<file path="config.mk">
export PLATFORM = sky130hd
export DESIGN_NAME = fir_mac_sequencer_flat
export DESIGN_NICKNAME = d
export VERILOG_FILES = /design/src/rtl/fir_mac_sequencer_pkg.sv /design/src/rtl/fir_mac_sequencer_if.sv /design/src/rtl/fir_mac_sequencer_coef_bank.sv /design/src/rtl/fir_mac_sequencer.sv /design/src/flat_wrapper.sv
export SDC_FILE = /design/constraint.sdc
export NUM_CORES = 2
export LEC_CHECK = 0
export ABC_AREA = 1
export CORE_MARGIN = 5
export CORE_UTILIZATION = 40
export DETAILED_ROUTE_END_ITERATION = 12
export GPL_ROUTABILITY_DRIVEN = 0
export SLEW_MARGIN = 20
export SYNTH_ARGS = -nofsm -noshare
export SYNTH_HDL_FRONTEND = slang
export SYNTH_SLANG_ARGS = --single-unit
</file>
<file path="constraint.sdc">
create_clock -name clk -period 23.3 [get_ports clk]
set_input_delay 4.66 -clock clk [delete_from_list [all_inputs] [get_ports clk]]
set_output_delay 4.66 -clock clk [all_outputs]
set_load 0.005 [all_outputs]
</file>
<file path="src/rtl/fir_mac_sequencer_pkg.sv">
// fir_seq_pkg: shared FSM state type, default tap table
// and accumulator width helper for fir_mac_sequencer.
package fir_seq_pkg;

  typedef enum logic [1:0] {
    IDLE,
    MAC,
    DRAIN
  } state_t;

  localparam int DEF_N = 16;

  localparam int DEF_COEF [DEF_N] = '{
    311, 469, 917, 1582,
    2352, 3091, 3671, 3990,
    3990, 3671, 3091, 2352,
    1582, 917, 469, 311
  };

  function automatic int acc_w(
    input int w,
    input int c,
    input int n
  );
    return w + c + $clog2(n);
  endfunction

  // Larger tap counts repeat the table.
  function automatic int def_coef(input int k);
    return DEF_COEF[k % DEF_N];
  endfunction

endpackage

</file>
<file path="src/rtl/fir_mac_sequencer_if.sv">
// Sample/coef/result bundle of fir_mac_sequencer.
// master: upstream + sink side, slave: the filter.
interface fir_mac_sequencer_if
  import fir_seq_pkg::*;
#(
  parameter int N_TAPS = 16,
  parameter int WIDTH  = 14,
  parameter int COEF_W = 16
);
  localparam int AW    = $clog2(N_TAPS);
  localparam int ACC_W = acc_w(WIDTH, COEF_W, N_TAPS);

  logic                     din_valid;
  logic                     din_ready;
  logic signed [WIDTH-1:0]  din;
  logic                     coef_wr_en;
  logic [AW-1:0]            coef_wr_addr;
  logic signed [COEF_W-1:0] coef_wr_data;
  logic                     coef_swap;
  logic                     coef_swap_pend;
  logic                     dout_valid;
  logic signed [ACC_W-1:0]  dout;
  logic                     busy;
  logic [7:0]               overrun_cnt;

  modport master (
    output din_valid, din,
    output coef_wr_en, coef_wr_addr,
    output coef_wr_data, coef_swap,
    input  din_ready, coef_swap_pend,
    input  dout_valid, dout,
    input  busy, overrun_cnt
  );

  modport slave (
    input  din_valid, din,
    input  coef_wr_en, coef_wr_addr,
    input  coef_wr_data, coef_swap,
    output din_ready, coef_swap_pend,
    output dout_valid, dout,
    output busy, overrun_cnt
  );

endinterface

</file>
<file path="src/rtl/fir_mac_sequencer_coef_bank.sv">
// fir_coef_bank: shadow/active tap banks, swap pending.
// Ports: wr port, swap req, idle, tap read, pend flag.
module fir_coef_bank
  import fir_seq_pkg::*;
#(
  parameter int N_TAPS = 16,
  parameter int COEF_W = 16
)(
  input  logic                       clk,
  input  logic                       rst,
  input  logic                       i_wr_en,
  input  logic [$clog2(N_TAPS)-1:0]  i_wr_addr,
  input  logic signed [COEF_W-1:0]   i_wr_data,
  input  logic                       i_swap,
  input  logic                       i_idle,
  input  logic [$clog2(N_TAPS)-1:0]  i_rd_addr,
  output logic signed [COEF_W-1:0]   o_rd_data,
  output logic                       o_pend
);

  logic signed [COEF_W-1:0] r_shadow [N_TAPS];
  logic signed [COEF_W-1:0] r_active [N_TAPS];
  logic                     r_pend;

  // The copy reads shadow before this edge's write,
  // and active only moves while the sequencer idles.
  always_ff @(posedge clk) begin
    if (rst) begin
      for (int i = 0; i < N_TAPS; i++) begin
        r_shadow[i] <= COEF_W'(def_coef(i));
        r_active[i] <= COEF_W'(def_coef(i));
      end
      r_pend <= 1'b0;
    end else begin
      if (i_wr_en) begin
        r_shadow[i_wr_addr] <= i_wr_data;
      end
      if (i_idle && (i_swap || r_pend)) begin
        for (int i = 0; i < N_TAPS; i++) begin
          r_active[i] <= r_shadow[i];
        end
        r_pend <= 1'b0;
      end else if (i_swap) begin
        r_pend <= 1'b1;
      end
    end
  end

  assign o_rd_data = r_active[i_rd_addr];
  assign o_pend    = r_pend;

endmodule

</file>
<file path="src/rtl/fir_mac_sequencer.sv">
// Time-multiplexed FIR: one MAC walks N_TAPS taps/sample.
// Ports: clk, rst (sync, high), bus (slave modport).
module fir_mac_sequencer
  import fir_seq_pkg::*;
#(
  parameter int N_TAPS = 16,
  parameter int WIDTH  = 14,
  parameter int COEF_W = 16
)(
  input  logic              clk,
  input  logic              rst,
  fir_mac_sequencer_if.slave bus
);

  localparam int AW    = $clog2(N_TAPS);
  localparam int PW    = WIDTH + COEF_W;
  localparam int ACC_W = acc_w(WIDTH, COEF_W, N_TAPS);

  localparam logic [AW-1:0] K_ONE = AW'(1);
  localparam logic [AW-1:0] K_MAX = AW'(N_TAPS - 1);

  state_t                   r_state;
  logic signed [WIDTH-1:0]  r_ring [N_TAPS];
  logic [AW-1:0]            r_wr_ptr;
  logic [AW-1:0]            r_base;
  logic [AW-1:0]            r_k;
  logic signed [PW-1:0]     r_prod;
  logic signed [ACC_W-1:0]  r_acc;
  logic signed [ACC_W-1:0]  r_dout;
  logic                     r_dout_vld;
  logic [7:0]               r_ovr;

  logic                     w_ready;
  logic                     w_pend;
  logic [AW-1:0]            w_idx;
  logic signed [WIDTH-1:0]  w_x;
  logic signed [COEF_W-1:0] w_c;
  logic signed [PW-1:0]     w_xe;
  logic signed [PW-1:0]     w_ce;
  logic signed [PW-1:0]     w_prod;
  logic signed [ACC_W-1:0]  w_pext;
  logic signed [ACC_W-1:0]  w_sum;

  fir_coef_bank #(
    .N_TAPS (N_TAPS),
    .COEF_W (COEF_W)
  ) u_bank (
    .clk       (clk),
    .rst       (rst),
    .i_wr_en   (bus.coef_wr_en),
    .i_wr_addr (bus.coef_wr_addr),
    .i_wr_data (bus.coef_wr_data),
    .i_swap    (bus.coef_swap),
    .i_idle    (r_state == IDLE),
    .i_rd_addr (r_k),
    .o_rd_data (w_c),
    .o_pend    (w_pend)
  );

  assign w_ready = (r_state == IDLE) && !rst;

  // Index wraps mod N_TAPS: tap k sees x[n-k].
  assign w_idx  = r_base - r_k;
  assign w_x    = r_ring[w_idx];
  assign w_xe   = {{COEF_W{w_x[WIDTH-1]}}, w_x};
  assign w_ce   = {{WIDTH{w_c[COEF_W-1]}}, w_c};
  assign w_prod = w_xe * w_ce;
  assign w_pext = {{AW{r_prod[PW-1]}}, r_prod};
  assign w_sum  = r_acc + w_pext;

  always_ff @(posedge clk) begin
    if (rst) begin
      r_state    <= IDLE;
      for (int i = 0; i < N_TAPS; i++) begin
        r_ring[i] <= '0;
      end
      r_wr_ptr   <= '0;
      r_base     <= '0;
      r_k        <= '0;
      r_prod     <= '0;
      r_acc      <= '0;
      r_dout     <= '0;
      r_dout_vld <= 1'b0;
      r_ovr      <= '0;
    end else begin
      r_dout_vld <= 1'b0;
      if (bus.din_valid && !w_ready
          && r_ovr != 8'hFF) begin
        r_ovr <= r_ovr + 8'd1;
      end
      unique case (r_state)
        IDLE: begin
          if (bus.din_valid) begin
            r_ring[r_wr_ptr] <= bus.din;
            r_base   <= r_wr_ptr;
            r_wr_ptr <= r_wr_ptr + K_ONE;
            r_k      <= '0;
            r_state  <= MAC;
          end
        end
        MAC: begin
          r_prod <= w_prod;
          r_k    <= r_k + K_ONE;
          // Product of tap k lands in acc one cycle later;
          // the first one loads rather than adds.
          if (r_k == K_ONE) begin
            r_acc <= w_pext;
          end else if (r_k != '0) begin
            r_acc <= w_sum;
          end
          if (r_k == K_MAX) begin
            r_state <= DRAIN;
          end
        end
        DRAIN: begin
          r_acc      <= w_sum;
          r_dout     <= w_sum;
          r_dout_vld <= 1'b1;
          r_state    <= IDLE;
        end
        default: r_state <= IDLE;
      endcase
    end
  end

  assign bus.din_ready      = w_ready;
  assign bus.coef_swap_pend = w_pend;
  assign bus.dout_valid     = r_dout_vld;
  assign bus.dout           = r_dout;
  assign bus.busy           = (r_state != IDLE);
  assign bus.overrun_cnt    = r_ovr;

endmodule
</file>
<file path="src/flat_wrapper.sv">
// flat-port wrapper written by rule: the top's interface ports become plain ports
module fir_mac_sequencer_flat import fir_seq_pkg::*;
#(
  parameter int N_TAPS = 16,
  parameter int WIDTH  = 14,
  parameter int COEF_W = 16
)
  (clk, rst, bus_din_valid, bus_din, bus_coef_wr_en, bus_coef_wr_addr, bus_coef_wr_data, bus_coef_swap, bus_din_ready, bus_coef_swap_pend, bus_dout_valid, bus_dout, bus_busy, bus_overrun_cnt);
  fir_mac_sequencer_if #(.N_TAPS(N_TAPS), .WIDTH(WIDTH), .COEF_W(COEF_W)) bus_i ();
  input  logic clk;
  input  logic rst;
  input wire logic [$bits(bus_i.din_valid)-1:0] bus_din_valid;
  input wire logic [$bits(bus_i.din)-1:0] bus_din;
  input wire logic [$bits(bus_i.coef_wr_en)-1:0] bus_coef_wr_en;
  input wire logic [$bits(bus_i.coef_wr_addr)-1:0] bus_coef_wr_addr;
  input wire logic [$bits(bus_i.coef_wr_data)-1:0] bus_coef_wr_data;
  input wire logic [$bits(bus_i.coef_swap)-1:0] bus_coef_swap;
  output wire logic [$bits(bus_i.din_ready)-1:0] bus_din_ready;
  output wire logic [$bits(bus_i.coef_swap_pend)-1:0] bus_coef_swap_pend;
  output wire logic [$bits(bus_i.dout_valid)-1:0] bus_dout_valid;
  output wire logic [$bits(bus_i.dout)-1:0] bus_dout;
  output wire logic [$bits(bus_i.busy)-1:0] bus_busy;
  output wire logic [$bits(bus_i.overrun_cnt)-1:0] bus_overrun_cnt;
  assign bus_i.din_valid = bus_din_valid;
  assign bus_i.din = bus_din;
  assign bus_i.coef_wr_en = bus_coef_wr_en;
  assign bus_i.coef_wr_addr = bus_coef_wr_addr;
  assign bus_i.coef_wr_data = bus_coef_wr_data;
  assign bus_i.coef_swap = bus_coef_swap;
  assign bus_din_ready = bus_i.din_ready;
  assign bus_coef_swap_pend = bus_i.coef_swap_pend;
  assign bus_dout_valid = bus_i.dout_valid;
  assign bus_dout = bus_i.dout;
  assign bus_busy = bus_i.busy;
  assign bus_overrun_cnt = bus_i.overrun_cnt;
  fir_mac_sequencer #(.N_TAPS(N_TAPS), .WIDTH(WIDTH), .COEF_W(COEF_W)) u_core (.clk(clk), .rst(rst), .bus(bus_i));
endmodule
</file>
* Word level (Yosys, flattened, before mapping)
Memory sizes are Yosys's and may differ from the RTL's. A register that Yosys moved wholly into a read port is not among the register bits.
Cells that the tools add are included.
** Storage, ports and cells
- RAM bits :: 736
- Memories kept :: 3
- Output and inout bits :: 46
- Input bits :: 39
- Word-level logic and storage cells :: 107
- Bits in registers :: 122
** Memories
- u_core.u_bank.r_active :: depth 16, width 16, rd ports 1, clocked after memory_dff 1, wr ports 16, line fir_mac_sequencer_coef_bank.sv:22 : logic signed [COEF_W-1:0] r_active [N_TAPS];
- u_core.u_bank.r_shadow :: depth 16, width 16, rd ports 16, clocked after memory_dff 0, wr ports 16, line fir_mac_sequencer_coef_bank.sv:21 : logic signed [COEF_W-1:0] r_shadow [N_TAPS];
- u_core.r_ring :: depth 16, width 14, rd ports 1, clocked after memory_dff 0, wr ports 16, line fir_mac_sequencer.sv:23 : logic signed [WIDTH-1:0] r_ring [N_TAPS];
** Operators by class
- $mul :: 1
- Equal/unequal tests :: 8
- Muxes and demuxes :: 45
- Add/sub/neg operators :: 5
- Reduce and logical (&&, ||, !) cells :: 19
- Bitwise gates (word level) :: 16
** Operators by type and width (count)
- $mux W16 :: 17
- $mux W34 :: 2
- $pmux W34 S2 :: 1
- $add A34 B30 Y34 :: 1
- $mul A14 B16 Y30 :: 1
- $mux W4 :: 5
- $or A1 B1 Y1 :: 16
- $reduce_or A16 Y1 :: 1
- $mux W1 :: 15
- $mux W14 :: 1
- $reduce_or A14 Y1 :: 1
- $add A4 B1 Y4 const B :: 2
- $add A8 B1 Y8 const B :: 1
- $ne A8 B8 Y1 const B :: 1
- $pmux W4 S2 :: 1
- $reduce_and A2 Y1 :: 4
- $reduce_bool A2 Y1 :: 3
- $eq A4 B1 Y1 const B :: 1
- $eq A4 B4 Y1 const B :: 1
- $logic_and A1 B1 Y1 :: 4
- $mux W2 :: 2
- $pmux W2 S2 :: 1
- $reduce_bool A4 Y1 :: 1
- $sub A4 B4 Y4 :: 1
- other kinds (9) :: 10

* Logic depth before layout (Yosys ltp)
- Word-level depth :: 6
- Mapped depth :: 39
- Mapped depth without buffers :: 37

* By module
Synthesis repeated with hierarchy kept, for this count alone.
** Second synthesis, totals
- Cells, all modules :: 5389
- Area total of the unflattened synthesis :: 48482.7 um^2
** By module, submodules not included
- fir_mac_sequencer :: instances 1, cells each 3287, area each 26385.3 um^2, seq. area each 9148.8 um^2
- fir_coef_bank :: instances 1, cells each 2102, area each 22097.4 um^2, seq. area each 15394.8 um^2

* Worst setup path before layout
Ideal clock, no wire load.
- Path kind :: input-to-reg
- From :: input port rst
- To :: memory u_core.u_bank.r_active[0][0] (enable)
- Setup slack :: 11722 ps
- Arrival time :: 9613 ps
- Library setup time :: 1964 ps
- Stages on the path :: 5
- Cells stage by stage :: clkbuf_1 inv_1 clkbuf_1 clkbuf_1 nand2_1
** RTL lines
- start: declaration :: line flat_wrapper.sv:11 : input logic rst;
- end: declaration :: line fir_mac_sequencer_coef_bank.sv:22

* Worst setup path after layout
- From :: input port rst
- To :: output port bus_din_ready
** Between the ends
- Cells in the longest elaborated chain, start to end :: 2
** Ends and longest elaborated chain
- $logic_not A1 Y1 :: line fir_mac_sequencer.sv:60 : assign w_ready = (r_state == IDLE) && !rst;
- $logic_and A1 B1 Y1 :: line fir_mac_sequencer.sv:60
- end: declaration :: line flat_wrapper.sv:18 : output wire logic [$bits(bus_i.din_ready)-1:0] bus_din_ready;
No other way between the ends.

==> impl_metrics.yaml <==
sta:
  period_share_pct: 45.0
  setup_tns_ns: 0
  max_freq_mhz: 95.3
  worst_pin_slew_ns: 1.06
  fin_ws_ns: 12.81
  finalHoldViolCount: 0
  drv_slew: 0
  rsz0062_at_grt: "no"
  clock_skew_ns: 0.0710
  relSlewSlack_pct: 27.7
  setup_viol: 0
  finalCriticalPeriod_ns: 10.49
worst_setup_path:
  worstSetupStartpointType: "input port"
  cp-end-kind: "primary output"
  required_ns: 18.64
  rr_startpoint: "u_core.r_k[0]"
  reg2reg_depth: 36
  rr_endpoint: "u_core.r_prod[29]"
  r2r_slack_ns: 13.76
  critPathMaxFanout: 92
  worst_ep_arrival_time_ns: 5.83
  path_class: "in -> out"
global_route:
  antenna_found_initial: 0
  grt_pass1_wl_mm: 190
  grt_pass1_vias: 33100
  overflow: 0
  grt_start_max_net_pins: 107
  grtUsageTotal_pct: 19.2
logic_synthesis:
  ys_top_cells_by_count: "nand2_1 (970), nor2_1 (877), inv_1 (787)"
  yosysMostFrequentCell: "nand2_1"
  async_flop_share_pct: 0
  ys_seq_area_share_pct: 51.9
  synth_enable_flop_cells: 736
  synth_warnings: 0
  synth_top_area_share_pct: 46.6
  syn_avg_cell_area_sq_um: 9.39
  synth_area_sq_mm: 0.0474
  synth_top_area_cell: "edfxtp_1"
  ys_types: 50
  synthFlopType: "edfxtp_1"
  synth_seq_cells: 862
  syn_nets: 5431
  synthCells: 5053
  netlist_top_cells_area: "edfxtp_1 (47%), fa_1 (9.4%), nand2_1 (7.7%)"
clocking:
  h-tree-depth: 3
  clk_pin_slew_ns: 0.06
  cts_hold_buf: 0
  post_cts_buffers: 0
  clk_latency_ns: 0.69
  cts.repair.resized: 0
  cts_tree: "built"
  cts_root_buffer: "clkbuf_16"
  cts.sinks: 862
  cts.path.max_buffers: 3
  cts_buffers: 93
placed_design:
  place_area_sq_mm: 0.0495
  place_ws_ns: 12.74
  io_buffers: 84
  hpwl_mm: 80.1
layout:
  diodes: 0
  multi_input_area_sq_mm: 0.0188
  drive_gt1_share_pct: 6.13
  final_area_sq_mm: 0.0526
  ff_latch_area_sq_mm: 0.0246
  nets: 5409
  postLayoutCoreUtil_pct: 44.6
  syn_to_final_growth_pct: 11.0
  fillers: 11300
drt:
  routed_wirelength_mm: 122
  drt.antenna.violating_nets: 0
  via_count: 33800
  dr.first_iter.drc_count: 2851
  avgRoutedWirePerCell_um: 18.4
  drcViolationCount: 0
  drt_first_pass_iters: 6
  viasPerCell: 5.09
floorplanning:
  coreArea_sq_mm: 0.118
  start_util_pct: 40.2
  dieArea_sq_mm: 0.126
  ios: 85
  num_rows: 126
  dieHeight_um: 354
  die_x_um: 354
min_path:
  hp-class: "reg -> reg"
  hold_depth: 1
  whs_endpoint: "u_core.u_bank.r_active[3][1]"
  hold_start: "u_core.u_bank.r_shadow[3][1]"
run:
  cap_violations: 0
run_status:
  status: "finished, final reports clean"
per-stage QoR:
stage	std cells	hold slack, ns
5_1_grt	6643	0.469
3_5_place_dp	6472	0.451
6_report	6643	0.446
3_3_place_gp	6472	0.448
2_1_floorplan	5053	0.447
4_1_cts	6643	0.443
worst max-delay path, stage by stage:
cell and delay [ns]:
buf_6 0.54, nor2_1 0.14, clkdlybuf4s50_1 0.48
how the worst max path moves through the flow:
| stage | startpoint | endpoint | slack [ns] |
|---|---|---|---|
| 2_1_floorplan | rst | u_core.u_bank.r_active[0][0] | 11.72 |
| 3_3_place_gp | rst | bus_din_ready | 12.74 |
| 3_5_place_dp | rst | bus_din_ready | 12.74 |
| 4_1_cts | rst | bus_din_ready | 12.75 |
| 5_1_grt | rst | bus_din_ready | 12.72 |
| 6_report | rst | bus_din_ready | 12.81 |
area by class of cell:
cell class	count	share of cell area, %
well taps	1536	3.65
clock inverters	60	1.41
flip-flops and latches	862	46.8
inverters	799	5.71
repair buffers	123	2.16
clock buffers	111	4.59
multi-input cells	3152	35.7
routing by layer:
metal  GRT usage [%]  routed length (um)
met1            25.7               52400
met2            32.8               59200
met3            2.47                6780
met4            6.03                3600
met5               0                   0
state kept, by name, summed over array words and instances, names as in the netlist, named ones only:
| signal | cells |
|---|---|
| u_core.bus.dout | 34 |
| u_core.bus.dout_valid | 1 |
| u_core.bus.overrun_cnt | 8 |
| u_core.r_acc | 34 |
| u_core.r_base | 4 |
| u_core.r_k | 4 |
| u_core.r_prod | 30 |
| u_core.r_ring | 224 |
| u_core.r_state | 2 |
| u_core.r_wr_ptr | 4 |
| u_core.u_bank.o_pend | 1 |
| u_core.u_bank.r_active | 256 |
| u_core.u_bank.r_shadow | 256 |
placed cells by master, fill, tap and decap left out, types with 3 or more instances in the layout:
cell type / instances
nand2_1: 969
nor2_1: 877
inv_1: 783
edfxtp_1: 736
a21oi_1: 272
fa_1: 222
nand3_1: 149
o21ai_0: 143
dfxtp_1: 124
ha_1: 115
or2_2: 102
clkbuf_16: 94
clkdlybuf4s50_1: 83
o211ai_1: 45
buf_4: 39
a221o_1: 36
a32oi_1: 32
a32o_1: 23
clkinv_1: 22
nor3_1: 21
xor2_1: 21
clkinv_2: 18
nand4_1: 18
clkbuf_1: 17
o22ai_1: 13
bufinv_16: 13
mux2i_1: 11
o221ai_1: 11
o21ai_2: 10
xnor2_1: 9
inv_2: 8
o21bai_1: 8
nor4_1: 5
a21o_1: 5
and2_1: 4
o21a_1: 4
clkinv_16: 4
o21ai_1: 3
a211oi_1: 3
clkinvlp_4: 3
logic make-up after synthesis:
kind of cell	after synthesis	share of synthesized area [%]
muxes	12	0.261
xor gates and xnor gates	33	0.665
DFF	862	51.9
buffers and inverters	1039	8.56
adders and majority gates	339	12.5
and+or+nand+nor	2154	18.2
AOI/OAI and AO/OA	614	7.94
Power is not shown: default switching activity piles up to over one toggle a cycle in this logic, so the estimate is an artifact.
